==> src/rtl/sd_demodulator.sv <==
// rtl/sd_demodulator.sv - sinc^3 CIC decimator recovering Q-format samples from a 1-bit sigma-delta stream
// Define SD_DEMODULATOR_ROUND_EN to round half toward +inf instead of truncating on the final shift.
module sd_demodulator #(
    parameter int W     = 16,
    parameter int Q     = 12,
    parameter int LOG2R = 5
) (
    input  logic                clk,
    input  logic                reset,
    input  logic                enb,
    input  logic                in,
    output logic signed [W-1:0] out,
    output logic                out_valid
);

    localparam int B = 2 + 3 * LOG2R;
    localparam int S = 3 * LOG2R - Q;

    typedef enum logic [1:0] {
        WARM0 = 2'd0,
        WARM1 = 2'd1,
        RUN   = 2'd2
    } state_t;

    state_t state, state_next;
    logic   valid_next;

    logic signed [B-1:0] i1, i2, i3;
    logic signed [B-1:0] d1, d2, d3;
    logic [LOG2R-1:0]    dcnt;

    logic signed [B-1:0] x;
    logic signed [B-1:0] i1_new, i2_new, i3_new;
    logic signed [B-1:0] c1, c2, c3, c3_adj;
    logic                dec_event;

    assign x = in ? {{(B-1){1'b0}}, 1'b1} : {B{1'b1}};

    // Integrator chain: each stage sees the freshly updated value of the stage before it.
    assign i1_new = i1 + x;
    assign i2_new = i2 + i1_new;
    assign i3_new = i3 + i2_new;

    assign dec_event = enb && (&dcnt);

    // Comb chain; all differences wrap modulo 2**B, which is exact for a CIC.
    assign c1 = i3_new - d1;
    assign c2 = c1 - d2;
    assign c3 = c2 - d3;

`ifdef SD_DEMODULATOR_ROUND_EN
    localparam int SR = (S > 0) ? (S - 1) : 0;
    localparam logic [B-1:0] RND = (S > 0) ? ({{(B-1){1'b0}}, 1'b1} << SR) : {B{1'b0}};
    assign c3_adj = c3 + $signed(RND);
`else
    assign c3_adj = c3;
`endif

    always_ff @(posedge clk) begin
        if (reset) begin
            i1   <= '0;
            i2   <= '0;
            i3   <= '0;
            d1   <= '0;
            d2   <= '0;
            d3   <= '0;
            dcnt <= '0;
            out  <= '0;
        end else if (enb) begin
            i1   <= i1_new;
            i2   <= i2_new;
            i3   <= i3_new;
            dcnt <= dcnt + LOG2R'(1);
            if (dec_event) begin
                d1  <= i3_new;
                d2  <= c1;
                d3  <= c2;
                out <= W'(c3_adj >>> S);
            end
        end
    end

    always_ff @(posedge clk) begin
        if (reset) begin
            state     <= WARM0;
            out_valid <= 1'b0;
        end else begin
            state     <= state_next;
            out_valid <= valid_next;
        end
    end

    // The first two decimated samples still contain start-up transients of the comb delays.
    always_comb begin
        state_next = state;
        valid_next = 1'b0;
        if (dec_event) begin
            case (state)
                WARM0:   state_next = WARM1;
                WARM1:   state_next = RUN;
                RUN: begin
                    state_next = RUN;
                    valid_next = 1'b1;
                end
                default: state_next = WARM0;
            endcase
        end
    end

endmodule

==> config.mk <==
export PLATFORM = sky130hd
export DESIGN_NAME = sd_demodulator
export DESIGN_NICKNAME = d
export VERILOG_FILES = /design/src/rtl/sd_demodulator.sv
export SDC_FILE = /design/constraint.sdc
export NUM_CORES = 1
export LEC_CHECK = 0
export CAP_MARGIN = 10
export CORE_MARGIN = 8
export CORE_UTILIZATION = 50
export CTS_CLUSTER_SIZE = 14
export DETAILED_ROUTE_END_ITERATION = 12
export PLACE_DENSITY = 0.75
export SLEW_MARGIN = 20
export SYNTH_ARGS = -nofsm -noshare
export SYNTH_HDL_FRONTEND = slang
export SYNTH_SLANG_ARGS = --single-unit
==> constraint.sdc <==
create_clock -name clk -period 13.67 [get_ports clk]
set_input_delay 1.367 -clock clk [delete_from_list [all_inputs] [get_ports clk]]
set_output_delay 1.367 -clock clk [all_outputs]
set_load 0.02 [all_outputs]
After elaboration in Yosys (flattened, before gate mapping). Index checks and enable logic that the tools add are counted.

Register bits: 124. Output and inout port bits: 17. Word-level logic and storage cells: 29.

$add $sub $neg: 7. Equality and inequality tests: 2. Mux-type cells: 3. Bitwise gates (word level): 1. Reduce and logical (&&, ||, !) cells: 6.

Operators by type and width (number): $add A17 B17 Y17 (3); $sub A17 B17 Y17 (3); $mux W17 (1); $add A5 B1 Y5 const B (1); $reduce_and A5 Y1 (1); $pmux W2 S2 (1); $reduce_or A2 Y1 (2); $eq A2 B1 Y1 const B (1); $eq A2 B2 Y1 const B (1); $logic_not A2 Y1 (1); $reduce_and A2 Y1 (1); $logic_and A1 B1 Y1 (1); $mux W1 (1); $not A1 Y1 (1).

Longest topological paths before layout. Gate-level depths: netlist of the first run.

Word-level depth: 7. Gate-level depth with buffers: 40. Mapped depth without buffers: 40.

Worst setup path after synthesis of the first run. Ideal clock, no wire load.

Kind: in2reg. Start point: in in. End point: reg out[13] (netlist name). Arrival: 8503 ps. Setup slack: 5031 ps. Stages on the path: 38. Path through: inv_1 > ha_1 > a21o_1 > a21oi_1 > o21bai_1 > a21oi_1 > o21bai_1 > a21o_1 > xor2_1 > ha_1 > a21o_1 > o41ai_2 > xnor2_1 > ha_1 > a21o_1 > a31oi_1 > o21bai_1 > a21o_1 > [... 2 more ...] > ha_1 > nor3_1 > nor2_1 > a21o_1 > and2_1 > ha_1 > and2_1 > a31oi_1 > and3b_1 > xnor2_1 > ha_1 > nand3_1 > nor3_1 > nor4_1 > nand4b_1 > nor3b_1 > nand2_1 > o2111ai_1.

Longest elaborated chain between the ends: 7.

RTL lines: start: declaration (RTL line 11) `input logic in,`; $mux W17 (RTL line 37) `assign x = in ? {{(B-1){1'b0}}, 1'b1} : {B{1'b1}};`; $add A17 B17 Y17 (RTL line 40) `assign i1_new = i1 + x;`; named net i1_new[7] (RTL line 33) `logic signed [B-1:0] i1_new, i2_new, i3_new;`; $add A17 B17 Y17 (RTL line 41) `assign i2_new = i2 + i1_new;`; named net i2_new[8] (RTL line 33); $add A17 B17 Y17 (RTL line 42) `assign i3_new = i3 + i2_new;`; named net i3_new[11] (RTL line 33); $sub A17 B17 Y17 (RTL line 47) `assign c1 = i3_new - d1;`; named net c1[13] (RTL line 34) `logic signed [B-1:0] c1, c2, c3, c3_adj;`; $sub A17 B17 Y17 (RTL line 48) `assign c2 = c1 - d2;`; named net c2[14] (RTL line 34); $sub A17 B17 Y17 (RTL line 49) `assign c3 = c2 - d3;`.

The timed path passes the listed nets, and every way through them passes these cells. A chain may end at the register's enable or synchronous reset.

Worst setup path in the final report of the first run.
Start point: in in. End point: reg out[13] (netlist name).

Longest elaborated chain between the ends: 7.

RTL lines (RTL line): $mux W17 (37); $add A17 B17 Y17 (40); named net i1_new[7] (33); $add A17 B17 Y17 (41); named net i2_new[8] (33); $add A17 B17 Y17 (42); named net i3_new[9] (33); $sub A17 B17 Y17 (47); named net c1[13] (34); $sub A17 B17 Y17 (48); named net c2[14] (34); $sub A17 B17 Y17 (49).

The timed path passes the listed nets, and every way through them passes these cells.

==> results of run 1 <==
metal layers:
layer  vias to the layer above  track usage (%)  wire length [µm]
li1                       3917                -                 -
met1                      3401             18.1              8350
met2                        80             29.7              8700
met3                        19             3.66               586
met4                         0             6.15               211
met5                         -                0                 0
flip-flops by register name (all words and copies together) (netlist names):
signal,flops
dcnt,5
d3,17
i3,17
i1,17
out_valid,1
state,2
i2,17
d1,17
d2,17
out,14
per-stage QoR:
step	setup slack, ps	cells	utilization (%)	hold WS, ps	cell area, µm²
4_1_cts	3940	1365	55.2	451	9810
6_report	3940	1365	55.2	446	9810
5_1_grt	3130	1365	55.2	466	9810
3_3_place_gp	3900	1334	52.1	437	9270
2_1_floorplan	5030	1124	-	436	8960
3_5_place_dp	3590	1334	52.1	445	9270
final cells by class:
cell class / count / area (µm²)
clock buffers: 23 / 478
clock inverters: 8 / 67.6
fillers: 1682 / 7970
inverters: 86 / 323
multi-input cells: 871 / 5950
flip-flops and latches: 124 / 2480
well taps: 229 / 287
repair buffers: 24 / 225
worst min-delay path by stage:
stage	start	end	slack [ps]	cells after the start
after detailed placement	out[7]$_SDFFE_PP0P_	out[7]$_SDFFE_PP0P_	450	2
after global placement	out[6]$_SDFFE_PP0P_	out[6]$_SDFFE_PP0P_	440	2
after CTS	out[6]$_SDFFE_PP0P_	out[6]$_SDFFE_PP0P_	450	2
after global routing	d3[2]$_SDFFE_PP0P_	d3[2]$_SDFFE_PP0P_	470	2
final	out[6]$_SDFFE_PP0P_	out[6]$_SDFFE_PP0P_	450	2
after floorplan	d1[10]$_SDFFE_PP0P_	d1[10]$_SDFFE_PP0P_	440	2
placed cells by master (no fill, tap or decap), drive strengths merged, types with 4 or more instances in the layout:
master	count
nand3b	5
and3	11
buf	6
or3	4
fa	5
inv	86
a211o	7
ha	99
o31ai	4
o21a	10
a21o	27
dfxtp	124
clkinv	6
nor3	21
nand4	4
nor2b	13
nor2	114
a31o	4
clkbuf	23
xor2	22
a21boi	7
and2	6
nand3	28
clkdlybuf4s50	18
o21bai	14
nand2b	10
o21ai	40
nor3b	11
o211ai	4
nand2	135
a21oi	94
xnor2	57
a211oi	17
a31oi	10
o2111ai	4
mux2i	40
kinds of logic after synthesis:
family / synth area share (%)
AND/OR/NAND/NOR: 19.5
AO/OA/AOI/OAI: 19.5
buffers and inverters: 5.91
flip-flops: 27.7
adder cells (fa/ha/maj): 14.9
XOR/XNOR: 8.07
multiplexers: 4.47
worst max-delay path, delay by kind of cell:
kind            cells  cell delay [ps]
mux                 1              110
compound gates     15             2940
fa+ha+maj           6             2050
xor+xnor            4              700
simple gates       10             1920
buf+inv             3              990
==> impl_metrics.json, run 1 <==
{
  "hold_buffers": 0,
  "synth_flop_cell": "dfxtp_1",
  "rows": 49,
  "holdCritPathClass": "flop to flop",
  "cp-start-kind": "input pin",
  "grt_pass1_wl_mm": 30.5,
  "vias_per_cell": 5.43,
  "fin_nets": 1232,
  "final-hold-violation-count": 0,
  "drcViolationCount": 0,
  "cts_tree": "yes",
  "synth_top_area_share_pct": 27.7,
  "cts_buffers": 17,
  "ios": 21,
  "yosys-top-cells-count": "nand2_1, dfxtp_1, nor2_1",
  "cts.sinks": 124,
  "maxCapViolations": 0,
  "relSlewSlack_pct": 23.6,
  "rsz0062_at_grt": "no",
  "outcome": "finished clean",
  "ff2ff_path_depth": 37,
  "cts-root-buf": "clkbuf_16",
  "maxSlewViolCount": 0,
  "wl_per_cell_um": 13.1,
  "startpoint": "in",
  "synth_top_area_cell": "dfxtp_1",
  "grt_max_degree": 106,
  "period_share_pct": 71.2,
  "cp_slowest_cell": "inv_1",
  "cts_resized": 0,
  "cp.required_ps": 14010,
  "synth_edf_count": 0,
  "worst_pin_slew_ps": 1150,
  "max_stage_delay_ps": 480,
  "wl_mm": 17.8,
  "clock_path_buffers": 2,
  "initial_utilization_pct": 50.4,
  "drt_pass1_iterations": 5,
  "synth_cells": 1124,
  "synth_area_mm2": 0.00896,
  "fin_setup_tns_ps": 0,
  "dieArea_mm2": 0.0225,
  "num_antenna_cells": 0,
  "overflow": 0,
  "end_kind": "flop",
  "antenna_found_initial": 0,
  "crit_top_cell": "ha_1",
  "dp_hpwl_mm": 12.4,
  "grt_pass1_vias": 6992,
  "drt-initial-drc-count": 239,
  "layout-drive-gt1-share_pct": 4.67,
  "finalSetupViolations": 0,
  "ys.warnings.count": 0,
  "rr_startpoint": "i1[1]$_SDFFE_PP0P_",
  "clk_pin_slew_ps": 50,
  "r2r_end": "out[13]$_SDFFE_PP0P_",
  "yosysMostFrequentCell": "nand2_1",
  "grt_usage_pct": 16.3,
  "postCtsSetupRepairBufs": 0,
  "finClkSkew_ps": 6.44,
  "syn_avg_cell_area_um2": 7.97,
  "worstSkewPairLatency_ps": 420,
  "fmax_mhz": 103,
  "core_area_mm2": 0.0178,
  "async_reset_ff_share_pct": 0,
  "critPathKind": "input pin to flop",
  "syn-num-nets": 1232,
  "die_h_um": 150,
  "port_buffers": 20,
  "min_period_ps": 9730,
  "crit_fanout": 17,
  "fp.dieW_um": 150,
  "ys_ff_latch": 124,
  "worstSetupEndpoint": "out[13]$_SDFFE_PP0P_",
  "ys_seq_area_share_pct": 27.7,
  "gp_congestion": 0.847,
  "ant_nets": 0,
  "netlist_top_cells_area": "dfxtp_1, ha_1, nand2_1, xnor2_1, a21oi_1",
  "htree_num_levels": 4,
  "reg2reg_slack_ps": 5560,
  "vias": 7417,
  "synth.distinct_cells": 73,
  "worst_ep_arrival_time_ps": 10070,
  "syn_to_final_growth_pct": 9.54
}
Power of run 1 is left out: the tool's default activity adds up to more than one toggle a clock period on the data nets, which glitch-free logic cannot reach.
==> inputs of run 2 (changes only) <==
Settings changed: PLACE_DENSITY 0.75 to 0.77.
Clock period 13.67 ns to 8.2 ns, I/O delays scaled along.
==> run 2 against run 1 <==
  * Register-to-register slack worse by 4900 ps
  * Final cell count is 9.7% higher
  * Non-clock buffer count is 132 higher
  * Worst setup slack worse by 3500 ps
  * Clock skew hardly changed
  * Highest routed layer unchanged
  * First-iteration DRC count is 56% higher
  * Flip-flop and latch count stayed put
  * Routed wire length is 15% higher
  * Utilization is 7.3 points higher
  * Via count is 9.9% higher
  * Global-route usage is 1.7 points higher
==> impl_metrics.json, run 2 (synthesis results as in run 1) <==
{
  "outcome": "finished clean",
  "hold_end": "out[10]$_SDFFE_PP0P_",
  "maxSlewViolCount": 0,
  "finalSetupViolations": 0,
  "hold_buffers": 0,
  "drt-initial-drc-count": 372,
  "fin_nets": 1364,
  "met1_length_mm": 9.02,
  "relSlewSlack_pct": 31.3,
  "clk_pin_slew_ps": 60,
  "grt_usage_pct": 18.0,
  "dieArea_mm2": 0.0225,
  "finClkSkew_ps": 6.86,
  "cp.required_ps": 8480,
  "antenna_found_initial": 0,
  "wl_met2_mm": 10.4,
  "layout_commonest_cell": "buf_4",
  "grt_max_degree": 87,
  "fin_hold_ws_ps": 447,
  "dp_hpwl_mm": 13.2,
  "cp_slowest_cell": "o41ai_4",
  "ios": 21,
  "grt_pass1_vias": 7899,
  "reg2reg_slack_ps": 640,
  "finalWorstSetupSlack_ps": 418,
  "ant_nets": 0,
  "critPathTopFamily": "compound AO/OA/AOI/OAI gates",
  "ff2ff_path_depth": 37,
  "post-route-util_pct": 62.5,
  "period_share_pct": 94.9,
  "cp-start-kind": "input pin",
  "num_antenna_cells": 0,
  "cp.depth": 39,
  "met3WireLength_um": 753,
  "critPathKind": "input pin to flop",
  "layout-drive-gt1-share_pct": 18.1,
  "overflow": 0,
  "hold_depth": 2,
  "worst_pin_slew_ps": 1030,
  "n_fill_cell": 1473,
  "maxCapViolations": 0,
  "min_period_ps": 7780,
  "dp_slack_ps": -391,
  "rr_startpoint": "i1[1]$_SDFFE_PP0P_",
  "clock_path_buffers": 2,
  "wl_mm": 20.5,
  "max_stage_delay_ps": 380,
  "worstSkewPairLatency_ps": 420,
  "worstHoldStart": "out[10]$_SDFFE_PP0P_",
  "design_area_mm2": 0.0111,
  "end_kind": "flop",
  "path_buf_inv": 4,
  "vias": 8153,
  "worst_ep_arrival_time_ps": 8070,
  "gp_congestion": 0.832,
  "vias_per_cell": 5.45,
  "grt_pass1_wl_mm": 33.9,
  "drt_pass1_iterations": 5,
  "cts.sinks": 124,
  "crit_fanout": 4,
  "cts-root-buf": "clkbuf_16",
  "holdCritPathClass": "flop to flop",
  "drcViolationCount": 0,
  "rows": 49,
  "die_h_um": 150,
  "fmax_mhz": 128,
  "cts_tree": "yes",
  "r2r_end": "out[13]$_SDFFE_PP0P_",
  "core_area_mm2": 0.0178,
  "final_cell_mix": "buf_4, nand2_1, dfxtp_1",
  "placed_cell_area_mm2": 0.0102,
  "cts_buffers": 17,
  "top_layer": "met4",
  "htree_num_levels": 4,
  "port_buffers": 20,
  "initial_utilization_pct": 50.4,
  "syn_to_final_growth_pct": 24.1,
  "final-hold-violation-count": 0,
  "fp.dieW_um": 150,
  "wl_per_cell_um": 13.7
}
-- run 2: worst register-to-register path: cells and delay by family, from the launching register on --
family          cells  cell delay (ps)
compound gates     14             2410
simple gates       11             1920
fa+ha+maj           6             1860
xor+xnor            4              530
flops               1              400
buf+inv             2              310
-- run 2: per-stage QoR --
| stage | TNS [ps] | std cells |
|---|---|---|
| final | 0 | 1497 |
| after floorplan | 0 | 1124 |
| after global routing | -21.6 | 1497 |
| after detailed placement | -966 | 1454 |
| after CTS | 0 | 1486 |
| after global placement | -214 | 1454 |
-- run 2: area by class of cell --
| cell class | count | area, µm² | share of cell area, % |
|---|---|---|---|
| inverter | 86 | 323 | 2.90 |
| sequential | 124 | 2480 | 22.3 |
| clock inverter | 7 | 85.1 | 0.765 |
| tap | 229 | 287 | 2.58 |
| multi-input combinational | 871 | 6210 | 55.9 |
| timing repair buffer | 156 | 1220 | 11.0 |
| clock buffer | 24 | 512 | 4.60 |
-- run 2: how the worst max path moves through the flow --
stage	end	slack, ps	start
CTS	out[13]$_SDFFE_PP0P_	30	in
floorplan	out[13]$_SDFFE_PP0P_	110	in
global route	out[13]$_SDFFE_PP0P_	-20	in
finish	out[13]$_SDFFE_PP0P_	420	in
detailed placement	out[13]$_SDFFE_PP0P_	-390	in
global placement	out[13]$_SDFFE_PP0P_	-120	in
-- run 2: what timing repair did --
action / CTS / global route
buffers inserted: 1 / 11
pin swaps: 1 / 32
endpoints found under the hold margin: 0 / 0
resized for setup: 1 / 54
setup endpoints to repair: 2 / 6
-- run 2: metal layers --
layer	track usage, %	vias to the layer above
li1	-	4171
met1	19.6	3815
met2	34.1	135
met3	3.66	32
met4	5.50	0
met5	0	-
Power of run 2 is left out for the same reason.
